$ cat config.mk
export PLATFORM = sky130hd
export DESIGN_NAME = bsg_cycle_timer_flat
export DESIGN_NICKNAME = d
export VERILOG_FILES = /design/src/rtl/bsg_cycle_timer_pkg.sv /design/src/rtl/bsg_cycle_timer_if.sv /design/src/rtl/bsg_counter_set_down.sv /design/src/rtl/bsg_cycle_timer.sv /design/src/flat_wrapper.sv
export SDC_FILE = /design/constraint.sdc
export NUM_CORES = 1
export LEC_CHECK = 0
export BUFFER_PORTS_ARGS = -buffer_cell sky130_fd_sc_hd__buf_2
export CORE_UTILIZATION = 41
export DETAILED_ROUTE_END_ITERATION = 7
export GPL_TIMING_DRIVEN = 0
export HOLD_SLACK_MARGIN = 0.1
export SLEW_MARGIN = 10
export SYNTH_ARGS = -nofsm -noshare
export SYNTH_HDL_FRONTEND = slang
export SYNTH_SLANG_ARGS = --single-unit
export TNS_END_PERCENT = 100
$ cat constraint.sdc
create_clock -name clk -period 5.5 [get_ports clk]
set_input_delay 0.825 -clock clk [delete_from_list [all_inputs] [get_ports clk]]
set_output_delay 0.825 -clock clk [all_outputs]
set_load 0.02 [all_outputs]
$ cat src/rtl/bsg_cycle_timer_pkg.sv
// Shared types for the cycle timer: the two-state controller encoding.
package bsg_cycle_timer_pkg;

  typedef enum logic {
    IDLE = 1'b0,
    RUN  = 1'b1
  } state_e;

endpackage

$ cat src/rtl/bsg_cycle_timer_if.sv
// Load/control/status bundle of the cycle timer.
// The master loads and steers the timer; the slave is the timer itself.
interface bsg_cycle_timer_if #(
  parameter int width_p = 16
);

  logic               v_i;
  logic [width_p-1:0] count_i;
  logic               periodic_i;
  logic               ready_o;
  logic               hold_i;
  logic               cancel_i;
  logic               busy_o;
  logic [width_p-1:0] remaining_o;
  logic               expire_o;

  modport master (
    output v_i, count_i, periodic_i, hold_i, cancel_i,
    input  ready_o, busy_o, remaining_o, expire_o
  );

  modport slave (
    input  v_i, count_i, periodic_i, hold_i, cancel_i,
    output ready_o, busy_o, remaining_o, expire_o
  );

endinterface

$ cat src/rtl/bsg_counter_set_down.sv
// Loadable down-counter: set_i loads val_i, otherwise down_i decrements.
// The caller guarantees down_i is never asserted at zero.
module bsg_counter_set_down #(
  parameter int width_p = 16
) (
  input  logic               clk,
  input  logic               reset,
  input  logic               set_i,
  input  logic [width_p-1:0] val_i,
  input  logic               down_i,
  output logic [width_p-1:0] count_r_o
);

  localparam logic [width_p-1:0] ONE = width_p'(1);

  logic [width_p-1:0] r_count;

  // Count register: load has priority over decrement.
  always_ff @(posedge clk) begin
    if (reset) begin
      r_count <= '0;
    end else if (set_i) begin
      r_count <= val_i;
    end else if (down_i) begin
      r_count <= r_count - ONE;
    end
  end

  assign count_r_o = r_count;

endmodule

$ cat src/rtl/bsg_cycle_timer.sv
// Cycle timer: load N, count down to zero, pulse expire, then either
// go idle (one-shot) or reload N (periodic, period N+1). Cancel beats
// expiry and hold; hold freezes the count but never masks an expiry.
module bsg_cycle_timer
  import bsg_cycle_timer_pkg::*;
#(
  parameter int width_p = 16
) (
  input  logic                 clk,
  input  logic                 reset,
  bsg_cycle_timer_if.slave     tif
);

  state_e             r_state;
  state_e             w_state_next;
  logic [width_p-1:0] r_reload;
  logic               r_periodic;

  logic               w_ready;
  logic               w_load;
  logic               w_set;
  logic [width_p-1:0] w_set_val;
  logic               w_down;
  logic               w_expire;
  logic [width_p-1:0] w_remaining;
  logic               w_zero;

  assign w_ready = (r_state == IDLE) && !reset;
  assign w_zero  = (w_remaining == '0);

  // State register plus the reload value and mode captured on a load.
  always_ff @(posedge clk) begin
    if (reset) begin
      r_state    <= IDLE;
      r_reload   <= '0;
      r_periodic <= 1'b0;
    end else begin
      r_state <= w_state_next;
      if (w_load) begin
        r_reload   <= tif.count_i;
        r_periodic <= tif.periodic_i;
      end
    end
  end

  // Next state, expiry pulse and counter load/decrement control.
  always_comb begin
    w_state_next = r_state;
    w_load       = 1'b0;
    w_set        = 1'b0;
    w_set_val    = r_reload;
    w_down       = 1'b0;
    w_expire     = 1'b0;
    case (r_state)
      IDLE: begin
        if (tif.v_i && w_ready) begin
          w_load       = 1'b1;
          w_set        = 1'b1;
          w_set_val    = tif.count_i;
          w_state_next = RUN;
        end
      end
      RUN: begin
        if (tif.cancel_i) begin
          w_set        = 1'b1;
          w_set_val    = '0;
          w_state_next = IDLE;
        end else if (w_zero) begin
          w_expire = !reset;
          if (r_periodic) begin
            w_set     = 1'b1;
            w_set_val = r_reload;
          end else begin
            w_state_next = IDLE;
          end
        end else if (!tif.hold_i) begin
          w_down = 1'b1;
        end
      end
      default: w_state_next = IDLE;
    endcase
  end

  bsg_counter_set_down #(
    .width_p(width_p)
  ) u_counter (
    .clk      (clk),
    .reset    (reset),
    .set_i    (w_set),
    .val_i    (w_set_val),
    .down_i   (w_down),
    .count_r_o(w_remaining)
  );

  assign tif.ready_o     = w_ready;
  assign tif.busy_o      = (r_state == RUN);
  assign tif.remaining_o = w_remaining;
  assign tif.expire_o    = w_expire;

endmodule
$ cat src/flat_wrapper.sv
// flat-port wrapper written by rule: the top's interface ports become plain ports
module bsg_cycle_timer_flat import bsg_cycle_timer_pkg::*;
#(
  parameter int width_p = 16
)
  (clk, reset, tif_v_i, tif_count_i, tif_periodic_i, tif_hold_i, tif_cancel_i, tif_ready_o, tif_busy_o, tif_remaining_o, tif_expire_o);
  bsg_cycle_timer_if #(.width_p(width_p)) tif_i ();
  input  logic clk;
  input  logic reset;
  input wire logic [$bits(tif_i.v_i)-1:0] tif_v_i;
  input wire logic [$bits(tif_i.count_i)-1:0] tif_count_i;
  input wire logic [$bits(tif_i.periodic_i)-1:0] tif_periodic_i;
  input wire logic [$bits(tif_i.hold_i)-1:0] tif_hold_i;
  input wire logic [$bits(tif_i.cancel_i)-1:0] tif_cancel_i;
  output wire logic [$bits(tif_i.ready_o)-1:0] tif_ready_o;
  output wire logic [$bits(tif_i.busy_o)-1:0] tif_busy_o;
  output wire logic [$bits(tif_i.remaining_o)-1:0] tif_remaining_o;
  output wire logic [$bits(tif_i.expire_o)-1:0] tif_expire_o;
  assign tif_i.v_i = tif_v_i;
  assign tif_i.count_i = tif_count_i;
  assign tif_i.periodic_i = tif_periodic_i;
  assign tif_i.hold_i = tif_hold_i;
  assign tif_i.cancel_i = tif_cancel_i;
  assign tif_ready_o = tif_i.ready_o;
  assign tif_busy_o = tif_i.busy_o;
  assign tif_remaining_o = tif_i.remaining_o;
  assign tif_expire_o = tif_i.expire_o;
  bsg_cycle_timer #(.width_p(width_p)) u_core (.clk(clk), .reset(reset), .tif(tif_i));
endmodule
==> summary.txt <==
Final instance area = 0.00221 sq mm
Critical path's slowest cell = dfxtp_1
Initial core utilization = 44.4%
Hold Worst Slack = 0.455 ns
Cts repair resizes = 0
Seq/Total Area, Yosys = 37.0%
Post-route setup slack = 2.87 ns
Clk root buf = clkbuf_8
H-tree depth = 2
Reg2reg path depth = 9
Worst path max stage delay = 0.36 ns
Number of synthesized flops with an enable pin = 0
Crit-path max FO = 6
Outcome = finished, final reports clean
Nets@finish = 291
Setup TNS = 0 ns
IO Pins = 41
Clock-pin slew on the worst setup and hold paths = 0.07 ns
Max Freq = 380 MHz
Cell Area, Placed = 0.00210 sq mm
Compound-Gate Fraction of Synth Area = 24.0%
Cells after Synth = 221
Crit Path Category = reg -> out
WP data required = 4.68 ns
Hold Crit Depth = 2
Post-synth ARST share = 0%
Top cell type's share of synthesized area = 37.0%
Largest net degree at the start of global routing = 11
Worst-Skew Late Latency = 0.28 ns
Total track usage = 23.6%
Hold Crit Class = reg -> reg
Leak Pwr = 0.884 nW
Simple-gate share of the synthesized area = 28.7%
Dominant cell type by area after synthesis = dfxtp_1
WP data arrival = 1.81 ns
Layout cells sized above 1 = 24.3%
Vias = 1811
Final Skew = 0.00574 ns
Synth Area in XOR/XNOR = 1.91%
Most frequent cells after synthesis = nand2_1, dfxtp_1, a21oi_1
Worst path cell trace = inv_1 -> ha_1 -> nor4b_4 -> nand3_1 -> nor4_1 -> buf_2
Top-count cell post-synth = nand2_1
Power per cell area = 310 mW/mm^2
Synth Area in Adders = 1.36%
RSZ-0062 raised after global routing = no
Routed Wire Length = 5050 microns
Post-layout min period = 2.63 ns
Final period util = 47.8%
CTS tree = built
Final setup fails = 0
DPL Wire Length = 3680 microns
Clock sinks = 34
Fin. Hold Viols = 0
First-pass GRT wire length = 8090 microns
Multiplexer share of the synthesized area = 1.91%
Routed Antenna Nets = 0
Max Cap Viol = 0
Mapped Avg Cell Area = 8.32 sq um
Top_reg_cell synth = dfxtp_1
Vias in the first global route = 1570
Cts hold-fix bufs = 0
Starting DRT DRC Count = 115
# diodes = 0
Worst Setup End Kind = output port
Crit path depth = 6
Synthesized cell area = 0.00184 sq mm
Final max-slew violation count = 0
Setup repair bufs after CTS = 0
I/O Buffers = 39
Worst-case clock buffer depth = 2
# DRC = 0
CORE AREA = 0.00414 sq mm
CTS buffer count = 5
Pre-CTS setup slack = 2.90 ns
Area Growth Syn to Fin = 20.0%
Cell variety after synth = 48
Synth Warn # = 0
Max-slew headroom = 64.4%
GPL Wtd Cong = 0.826
Initial antenna violation count = 0
Vias/cell = 5.69
Die Y = 69.0 microns
Global route overflow = 0
Rows = 23
Max VDD drop = 139 uV
Worst Path Buf+Inv = 2
Die area = 0.00475 sq mm
Wire per inst = 15.9 microns
Drt pass-1 iters = 4
Synth area leaders = dfxtp_1, nand2_1, a21oi_1
Combinational family with the most area after synthesis = simple AND/OR/NAND/NOR gates
Startpoint Class = register
Least-Margin Pin Slew = 0.534 ns
Die width = 69.0 microns
Syn Nets = 245
Overall Power = 0.683 mW
Synth Register Bits = 34
Worst path top cell family by delay = simple AND/OR/NAND/NOR gates
## cell families after synthesis
| logic type | count (synthesis) |
|---|---|
| XOR/XNOR | 4 |
| buffers and inverters | 19 |
| multiplexers | 3 |
| flip-flops | 34 |
| AND/OR/NAND/NOR | 95 |
| adder cells (fa/ha/maj) | 2 |
| AO/OA/AOI/OAI | 64 |
## cells in the final DEF (no fill, tap or decap), types with 3 or more instances in the layout
master	instances
nand2_1	42
clkbuf_1	8
buf_2	42
nor2_1	12
dfxtp_1	34
o211ai_1	4
a31oi_1	6
a21boi_0	4
a221oi_1	7
xnor2_1	4
and3_1	3
nand3_1	10
nor4_1	4
clkbuf_8	8
nand4_1	3
a211oi_1	6
nor3_1	4
a21oi_1	24
inv_1	4
o31ai_1	3
## power by group
part / total (mW) / switching [mW] / internal, mW / leakage [nW]
Combinational: 0.179 / 0.108 / 0.0706 / 0.549
Clock: 0.220 / 0.0930 / 0.127 / 0.0575
Sequential: 0.285 / 0.0216 / 0.263 / 0.278
Total: 0.683 / 0.223 / 0.460 / 0.884
## stage by stage
stage | cells | util, %
CTS | 318 | 53.2
global placement | 310 | 50.6
detailed placement | 310 | 50.6
floorplan | 221 | -
finish | 318 | 53.2
global route | 318 | 53.2
## sequential cells by signal, indices dropped and copies added (netlist names)
register / count
u_core.u_counter.count_r_o: 16
u_core.r_reload: 16
u_core.tif.busy_o: 1
u_core.r_periodic: 1
## worst paths after layout
path / startpoint / endpoint / slack [ns]
worst max-delay path: u_core.u_counter.count_r_o[0] / tif_expire_o / 2.87
worst min-delay path: u_core.r_reload[8] / u_core.r_reload[8] / 0.45
worst max register to register: u_core.u_counter.count_r_o[0] / u_core.u_counter.count_r_o[9] / 3.23
worst min register to register: u_core.r_reload[8] / u_core.r_reload[8] / 0.45
## worst min-delay path, stage by stage (launching register included)
cell and delay, ns:
dfxtp_1 0.31, nand2_1 0.05, a21oi_1 0.05
## cell type report
cell class              instances  area (sq um)
fillers                       427          1940
multi-input cells             168          1060
flip-flops and latches         34           681
repair buffers                 39           195
clock buffers                   8           110
plain buffers                  15          80.1
well taps                      50          62.6
inverters                       4          15.0
## metal layers
layer	up-vias	wire length [microns]	global-route usage (%)
met5	-	0	0
met4	0	21	6.12
met3	2	329	3.62
met2	65	2120	35.6
met1	840	2590	34.6
li1	904	-	-
No activity file was read; power rests on OpenSTA's default activity.
